### config.mk
export PLATFORM = sky130hd
export DESIGN_NAME = jk_cmd_sequencer_flat
export DESIGN_NICKNAME = d
export VERILOG_FILES = /design/src/rtl/jk_cmd_sequencer_if.sv /design/src/rtl/jk_cmd_sequencer.sv /design/src/flat_wrapper.sv
export SDC_FILE = /design/constraint.sdc
export NUM_CORES = 1
export LEC_CHECK = 0
export CORE_ASPECT_RATIO = 1.5
export CORE_MARGIN = 3
export CORE_UTILIZATION = 60
export DETAILED_ROUTE_END_ITERATION = 16
export MAX_ROUTING_LAYER = met4
export PLACE_DENSITY = 0.87
export SLEW_MARGIN = 40
export SYNTH_ARGS = -nofsm -noshare
export SYNTH_HDL_FRONTEND = slang
export SYNTH_SLANG_ARGS = --single-unit
export TNS_END_PERCENT = 100
### constraint.sdc
create_clock -name clk -period 5.3 [get_ports clk]
set_clock_uncertainty 0.15 [all_clocks]
set_input_delay 0.795 -clock clk [delete_from_list [all_inputs] [get_ports clk]]
set_output_delay 0.795 -clock clk [all_outputs]
set_load 0.03 [all_outputs]
### src/rtl/jk_cmd_sequencer_if.sv
// Command handshake bundle for jk_cmd_sequencer: valid/ready plus the op and repeat fields.
// A command transfers on a rising clk edge where valid and ready are both high; op/rep must be stable while valid is high.
interface jk_cmd_sequencer_if #(
  parameter int CNT_W = 4
) ();
  logic             valid;
  logic             ready;
  logic [1:0]       op;
  logic [CNT_W-1:0] rep;

  modport master (output valid, output op, output rep, input ready);
  modport slave  (input valid, input op, input rep, output ready);
endinterface

### src/rtl/jk_cmd_sequencer.sv
// Buffers JK commands in a FIFO and replays each j/k pattern for rep+1 cycles, tracking the expected flop q.
// Optional macro JKSEQ_CHECK_EN builds the q_fb compare and sticky mismatch flag; otherwise mismatch is tied to 0.
module jk_cmd_sequencer #(
  parameter int DEPTH = 4,
  parameter int CNT_W = 4
) (
  input  logic                clk,
  input  logic                reset,
  jk_cmd_sequencer_if.slave   cmd,
  output logic                j,
  output logic                k,
  input  logic                q_fb,
  output logic                q_model,
  output logic                busy,
  output logic                done,
  output logic                mismatch,
  output logic                fsm_state
);

  localparam int AW = $clog2(DEPTH);
  localparam int PW = AW + 1;
  localparam int EW = 2 + CNT_W;
  localparam logic [PW-1:0] PTR_ONE = 1;

  typedef enum logic {IDLE = 1'b0, DRIVE = 1'b1} state_t;

  state_t           state, state_nxt;
  logic [EW-1:0]    mem [DEPTH];
  logic [PW-1:0]    wr_ptr, rd_ptr;
  logic             full, empty, push, pop, ready_en;
  logic             load, clear_jk;
  logic [CNT_W-1:0] cnt;
  logic [1:0]       head_op;
  logic [CNT_W-1:0] head_rep;

  // Extra pointer MSB distinguishes full from empty when the index bits match.
  assign empty     = (wr_ptr == rd_ptr);
  assign full      = (wr_ptr[AW] != rd_ptr[AW]) && (wr_ptr[AW-1:0] == rd_ptr[AW-1:0]);
  assign cmd.ready = ready_en & ~full;
  assign push      = cmd.valid & cmd.ready;
  assign head_op   = mem[rd_ptr[AW-1:0]][EW-1 -: 2];
  assign head_rep  = mem[rd_ptr[AW-1:0]][CNT_W-1:0];

  always_ff @(posedge clk) begin
    if (push) mem[wr_ptr[AW-1:0]] <= {cmd.op, cmd.rep};
  end

  always_ff @(posedge clk or negedge reset) begin
    if (!reset) begin
      ready_en <= 1'b0;
      wr_ptr   <= '0;
      rd_ptr   <= '0;
    end else begin
      ready_en <= 1'b1;
      if (push) wr_ptr <= wr_ptr + PTR_ONE;
      if (pop)  rd_ptr <= rd_ptr + PTR_ONE;
    end
  end

  always_ff @(posedge clk or negedge reset) begin
    if (!reset) state <= IDLE;
    else        state <= state_nxt;
  end

  always_comb begin
    state_nxt = state;
    pop       = 1'b0;
    load      = 1'b0;
    clear_jk  = 1'b0;
    case (state)
      IDLE: begin
        if (!empty) begin
          pop       = 1'b1;
          load      = 1'b1;
          state_nxt = DRIVE;
        end
      end
      DRIVE: begin
        if (cnt == '0) begin
          if (!empty) begin
            // Chain straight into the next command so there is no HOLD gap.
            pop  = 1'b1;
            load = 1'b1;
          end else begin
            clear_jk  = 1'b1;
            state_nxt = IDLE;
          end
        end
      end
      default: state_nxt = IDLE;
    endcase
  end

  always_ff @(posedge clk or negedge reset) begin
    if (!reset) begin
      j   <= 1'b0;
      k   <= 1'b0;
      cnt <= '0;
    end else if (load) begin
      j   <= head_op[1];
      k   <= head_op[0];
      cnt <= head_rep;
    end else if (clear_jk) begin
      j   <= 1'b0;
      k   <= 1'b0;
    end else if (state == DRIVE) begin
      cnt <= cnt - 1'b1;
    end
  end

  assign busy      = (state == DRIVE);
  assign done      = (state == DRIVE) && (cnt == '0);
  assign fsm_state = state;

  // Model follows the j/k currently presented, so it updates on the same edge as the real flop.
  always_ff @(posedge clk or negedge reset) begin
    if (!reset) q_model <= 1'b0;
    else begin
      case ({j, k})
        2'b01:   q_model <= 1'b0;
        2'b10:   q_model <= 1'b1;
        2'b11:   q_model <= ~q_model;
        default: q_model <= q_model;
      endcase
    end
  end

`ifdef JKSEQ_CHECK_EN
  always_ff @(posedge clk or negedge reset) begin
    if (!reset)                 mismatch <= 1'b0;
    else if (q_fb != q_model)   mismatch <= 1'b1;
  end
`else
  logic unused_q_fb;
  assign unused_q_fb = q_fb;
  assign mismatch    = 1'b0;
`endif

endmodule
### src/flat_wrapper.sv
// flat-port wrapper written by rule: the top's interface ports become plain ports
module jk_cmd_sequencer_flat 
#(
  parameter int DEPTH = 4,
  parameter int CNT_W = 4
)
  (clk, reset, j, k, q_fb, q_model, busy, done, mismatch, fsm_state, cmd_valid, cmd_op, cmd_rep, cmd_ready);
  jk_cmd_sequencer_if #(.CNT_W(CNT_W)) cmd_i ();
  input  logic clk;
  input  logic reset;
  output logic j;
  output logic k;
  input  logic q_fb;
  output logic q_model;
  output logic busy;
  output logic done;
  output logic mismatch;
  output logic fsm_state;
  input wire logic [$bits(cmd_i.valid)-1:0] cmd_valid;
  input wire logic [$bits(cmd_i.op)-1:0] cmd_op;
  input wire logic [$bits(cmd_i.rep)-1:0] cmd_rep;
  output wire logic [$bits(cmd_i.ready)-1:0] cmd_ready;
  assign cmd_i.valid = cmd_valid;
  assign cmd_i.op = cmd_op;
  assign cmd_i.rep = cmd_rep;
  assign cmd_ready = cmd_i.ready;
  jk_cmd_sequencer #(.DEPTH(DEPTH), .CNT_W(CNT_W)) u_core (.clk(clk), .reset(reset), .cmd(cmd_i), .j(j), .k(k), .q_fb(q_fb), .q_model(q_model), .busy(busy), .done(done), .mismatch(mismatch), .fsm_state(fsm_state));
endmodule
==> out/qor.yml, run 1 <==
sta:
  hold_viol_final: 0
  worstMarginPinSlew_ns: 0.683
  setup_viol: 0
  grt_setup_unrepaired: "no"
  finalSetupTns_ns: 0
  period_minus_slack_ns: 3.18
  slew_viol_final: 0
  fmax_ghz: 0.314
  finalCritPeriodShare_pct: 60.1
  max_slew_margin_pct: 54.3
synthesis:
  synth_commonest_cells: "edfxtp_1 (24), dfrtp_1 (15), inv_1 (7), ha_1 (6), nand2_1 (6)"
  yosysSeqAreaShare_pct: 61.3
  avgSynthCellArea_um2: 15.8
  synth_seq_cells: 39
  netlist_instances: 113
  synth-edff-count: 24
  synth_flop_cell: "edfxtp_1"
  synth_most_common_cell: "edfxtp_1"
  async_flop_share_pct: 38.5
  synth_cell_types: 36
  yosysTopAreaCell: "edfxtp_1"
  yosysWarnings: 0
  syn_nets: 129
  netlist_area_um2: 1790
  yosys-top-cells-area: "edfxtp_1 (40%), dfrtp_1 (21%), mux4_1 (7.3%)"
  synth_top_area_share_pct: 40.3
worst_setup_path:
  crit_path_end: "cmd_ready"
  crit_fanout: 10
  arrival_ns: 2.24
  cp_data_required_time_ns: 4.36
  reg2reg_depth: 3
  worstReg2RegStart: "u_core.rd_ptr[0]"
  rrSetupSlack_ns: 3.16
  setup.worst_path.end_class: "output pin"
  startpoint_type: "register"
  path_class: "reg2out"
  cp-startpoint: "u_core.rd_ptr[0]"
  rr_endpoint: "u_core.mem[0][2]"
die:
  die_x_um: 50.6
  pin_count: 18
  initial_core_util_pct: 64.7
  placementRows: 23
  die_h_um: 72.9
  die_area_um2: 3680
  core_um2: 2760
clock_network:
  clock-sinks: 39
  root_buffer: "clkbuf_8"
  clock_path_buffers: 2
  cts_resized: 0
  htree_levels: 2
  clk_pin_slew_ns: 0.07
  clock_latency_ns: 0.29
  numCtsBuffers: 5
  cts_setup_buffers: 0
  cts_tree: "yes"
  hold_buffers: 0
final_layout:
  regArea_um2: 1100
  fillCellCount: 186
  instances_no_fill: 168
  area_delta_synth_final_pct: 16.2
  multi_input_area_um2: 627
  antenna_cells: 0
  finalNetCount: 146
  drive_gt1_share_pct: 12.2
global_route:
  grt_overflow_total: 0
  antenna_found_initial: 0
  grt_pass1_vias: 1002
  grt_first_pass_wirelength_mm: 4.95
  gr-usage-all-layers_pct: 19.6
  grt_max_degree: 16
detailed_routing:
  post_drt_wl_per_cell_um: 17.4
  drc_errors: 0
  vias: 951
  highest_layer: "met4"
  routed_wl_mm: 2.92
  drtAntennaViolNets: 0
  drt_iter0_drc: 21
  routed-wl-met2_mm: 1.60
  route.met3.wl_um: 114
  wirelength_met1_mm: 1.08
  dr.pass1.iters: 4
  via_per_inst: 5.66
placement:
  gp_congestion: 0.782
  portBuffers: 15
  place_hpwl_mm: 2.23
  dp.cells: 160
power_and_ir_drop:
  power.total_mw: 1.21
  power_leakage_nw: 0.815
  p_per_area_nw_per_um2: 582
  vdd.ir_drop.worst_mv: 0.417
run:
  drv_cap: 0
min_path:
  worstHoldPathType: "reg2reg"
run_status:
  status: "complete, no violations"
## metrics by stage
step | area (µm²) | hold WS, ns | setup WS, ns | utilization, %
final | 2080 | 0.326 | 2.12 | 75.2
after global placement | 1950 | 0.306 | 2.49 | 70.4
after detailed placement | 1950 | 0.318 | 2.45 | 70.4
after floorplan | 1790 | 0.349 | 2.83 | -
after global routing | 2080 | 0.349 | 1.96 | 75.2
after CTS | 2080 | 0.332 | 2.07 | 75.2
## state kept, by name, indices dropped and copies added (netlist names)
signal	count
u_core.cnt	4
u_core.rd_ptr	3
u_core.j	1
u_core.wr_ptr	3
u_core.busy	1
u_core.mem	24
u_core.q_model	1
u_core.ready_en	1
u_core.k	1
## power breakdown
group / internal (mW) / switching [mW]
registers: 0.399 / 0.0931
logic: 0.206 / 0.228
clock network: 0.188 / 0.0959
total: 0.793 / 0.417
## worst min path at each step
stage,from,end,cells past startpoint
final,u_core.q_model,u_core.q_model,1
after global routing,u_core.k,u_core.q_model,1
after CTS,u_core.k,u_core.q_model,1
after detailed placement,u_core.k,u_core.q_model,1
after global placement,u_core.q_model,u_core.q_model,1
after floorplan,reset,u_core.busy,0
## cells by family after synthesis
group                    after synthesis  synth area share, %
flip-flops                            39                 61.3
AND/OR/NAND/NOR                       18                 5.25
AO/OA/AOI/OAI                         17                 8.68
buffers and inverters                 12                 3.64
XOR/XNOR                              10                 6.16
multiplexers                           9                 10.4
adder cells (fa/ha/maj)                6                 4.20
other                                  2                0.420
## critical path, stage by stage, from the launching register on
cell,delay (ns)
dfrtp_1,0.68
xor2_1,0.26
nor2_1,0.10
a21boi_0,0.20
clkdlybuf4s50_1,0.70
## layout by cell type (no fill, tap or decap), drive strengths merged
cell           count
clkdlybuf4s50     15
mux2               1
mux4               6
a31o               1
o221ai             1
conb               2
mux2i              2
o21ai              3
nand2              6
a32oi              1
bufinv             2
o41ai              1
a22o               3
or3b               1
or3                1
nand3              3
a31oi              1
dfrtp             15
xnor2              5
inv                7
a21boi             1
and2               4
clkbuf             6
xor2               5
edfxtp            24
ha                 6
nor2               3
o31ai              2
o211ai             2
a21oi              1
## cell type report
class / count / share of cell area, %
Sequential cell: 39 / 52.7
Multi-Input combinational cell: 62 / 30.2
Timing Repair Buffer: 15 / 7.22
Clock buffer: 6 / 3.49
Clock inverter: 2 / 2.89
Tap cell: 37 / 2.23
Inverter: 7 / 1.26
## routing by layer
metal,vias up,global-route usage (%)
met1,464,20.5
met3,13,5.52
met5,-,-
met4,0,12.3
met2,25,32.3
li1,449,-
Power figures use the tool's default switching activity.
==> inputs of run 2 (changes only) <==
- CORE_UTILIZATION: 60 -> 55
- PLACE_DENSITY: 0.87 -> 0.81
- clock period: 5.3 -> 3.19 ns (I/O delays scaled with it)
==> run 2 against run 1 <==
Effect of this change:
- non-clock buffer count grew 1
- sequential cell count is the same
- critical path depth grew 1
- routed wire length shrank 3.1%
- first-iteration DRC count grew 43%
- setup slack lost 1.7 ns
- power grew 55%
- sequential power grew 61%
==> out/qor.yml, run 2 (same netlist as run 1, synthesis figures left out) <==
run_status:
  status: "complete, no violations"
clock_network:
  htree_levels: 2  # unchanged
  clock_latency_ns: 0.28  # about the same
  hold_buffers: 0  # unchanged
  cts_setup_buffers: 0  # unchanged
  clock_path_buffers: 2  # unchanged
  clock-sinks: 39  # unchanged
  numCtsBuffers: 5  # unchanged
  clk_pin_slew_ns: 0.07  # about the same
  root_buffer: "clkbuf_8"
  cts_tree: "yes"
  cts_resized: 0  # unchanged
final_layout:
  drive_gt1_share_pct: 12.9  # +0.67 points
  antenna_cells: 0  # unchanged
  layout_common_cells: "edfxtp_1 (24), clkdlybuf4s50_1 (15), dfrtp_1 (15)"
  largest_reg_flops: 24  # unchanged
  post-route-util_pct: 68.2  # -7.1 points
  area_delta_synth_final_pct: 14.5
  final_cell_area_um2: 2050  # -1.5%
  finalNetCount: 147  # +0.68%
  instances_no_fill: 171  # +1.8%
  mostFrequentLayoutCell: "edfxtp_1"
sta:
  period_minus_slack_ns: 2.82
  finalCritPeriodShare_pct: 88.4
  fmax_ghz: 0.354
  max_slew_margin_pct: 53.7  # -0.61 points
  grt_setup_unrepaired: "no"
  worstMarginPinSlew_ns: 0.692  # +0.00906 ns
  setup_viol: 0  # unchanged
  hold_viol_final: 0  # unchanged
  finalSetupTns_ns: 0  # unchanged
  setup_slack_ns: 0.369  # -1.75 ns
  slew_viol_final: 0  # unchanged
  hold_ws_ns: 0.332  # +0.00537 ns
die:
  die_x_um: 52.6  # +3.9%
  die_h_um: 75.8  # +4.1%
  placementRows: 24  # +4.3%
  core_um2: 3000  # +8.7%
  initial_core_util_pct: 59.5  # -5.2 points
  pin_count: 18  # unchanged
  die_area_um2: 3990  # +8.2%
worst_setup_path:
  cp_top_family: "buffers and inverters"
  startpoint_type: "register"
  setup.worst_path.end_class: "output pin"
  cp_data_required_time_ns: 2.56  # -1.80 ns
  path_buf_inv: 2  # +1
  path_class: "reg2out"
  critPathMaxStageDelay_ns: 0.67  # -0.03 ns
  arrival_ns: 2.19  # -0.05 ns
  crit_fanout: 4  # -6
  worstPathCellList: "inv_1 -> ha_1 -> or3b_4 -> nor2_1 -> clkdlybuf4s50_1"
  cp_slowest_cell: "clkdlybuf4s50_1"
power_and_ir_drop:
  p_switching_uw: 684  # +64%
  power_frac_seq_pct: 42.3  # +1.6 points
  power.total_mw: 1.87  # +55%
  p_per_area_nw_per_um2: 915  # +57%
  comb_power_share_pct: 40.2  # +4.3 points
  power_leakage_nw: 0.803  # -1.5%
  switching_share_pct: 36.5  # +2.1 points
  p_int_mw: 1.19  # +50%
  vdd.ir_drop.worst_mv: 0.537  # +29%
  pwr-share-clk_pct: 17.5  # -6.0 points
global_route:
  grt_first_pass_wirelength_mm: 4.62  # -6.7%
  antenna_found_initial: 0  # unchanged
  grt_max_degree: 16  # unchanged
  grt_overflow_total: 0  # unchanged
  grt_pass1_vias: 990  # -1.2%
  gr-usage-all-layers_pct: 17.0  # -2.6 points
placement:
  portBuffers: 15  # unchanged
  dpl_cell_area_um2: 1960  # +0.51%
  gp_congestion: 0.713  # -8.8%
  dp.cells: 163  # +1.9%
  place_ws_ns: 0.680  # -1.77 ns
  place_hpwl_mm: 2.12  # -4.9%
detailed_routing:
  routed_wl_mm: 2.83  # -3.1%
  drc_errors: 0  # unchanged
  wirelength_met1_mm: 1.07  # -1.3%
  via_per_inst: 5.68  # +0.42%
  post_drt_wl_per_cell_um: 16.5  # -4.8%
  highest_layer: "met4"
  routed-wl-met2_mm: 1.60  # about the same
  dr.pass1.iters: 4  # unchanged
  vias: 972  # +2.2%
  drt_iter0_drc: 30  # +43%
  route.met3.wl_um: 119  # +4.4%
  drtAntennaViolNets: 0  # unchanged
min_path:
  worstHoldPathType: "reg2reg"
run:
  drv_cap: 0  # unchanged
==> run 2: cell types whose count changed in the layout (fill, tap and decap cells not counted) <==
cell,previous run,this run
clkbuf_8,5,6
bufinv_16,2,0
clkinv_2,0,1
buf_4,0,1
==> run 2: power groups by stage <==
stage / Combinational, mW / Sequential, mW / Clock [mW]
after floorplan: 0.570 / 0.793 / 0
after global placement: 0.716 / 0.790 / 0
after detailed placement: 0.759 / 0.803 / 0
after CTS: 0.765 / 0.793 / 0.337
after global routing: 0.829 / 0.807 / 0.367
final: 0.754 / 0.792 / 0.328
==> run 2: layout make-up <==
type	count	area (µm²)
multi-input cells	62	627
well taps	39	48.8
flip-flops and latches	39	1100
repair buffers	16	158
clock inverters	1	5.00
clock buffers	7	86.3
fillers	213	956
inverters	7	26.3
==> run 2: path summary, 6_finish.rpt <==
path                          startpoint                to  slack, ns  depth (start not counted)
setup / recovery           u_core.cnt[0]              done       0.37                          5
hold / removal                  u_core.k    u_core.q_model       0.33                          1
setup reg to reg           u_core.cnt[0]  u_core.rd_ptr[1]       1.11                          5
hold reg to reg                 u_core.k    u_core.q_model       0.33                          1
max in group asynchronous          reset     u_core.cnt[0]       1.99                          1
min in group asynchronous          reset   u_core.ready_en       0.46                          1
==> run 2: per-layer routing <==
metal | vias to the layer above | global-route usage (%)
met5 | - | -
met4 | 0 | 5.11
met1 | 485 | 18.8
met3 | 6 | 5.28
met2 | 30 | 29.3
li1 | 451 | -
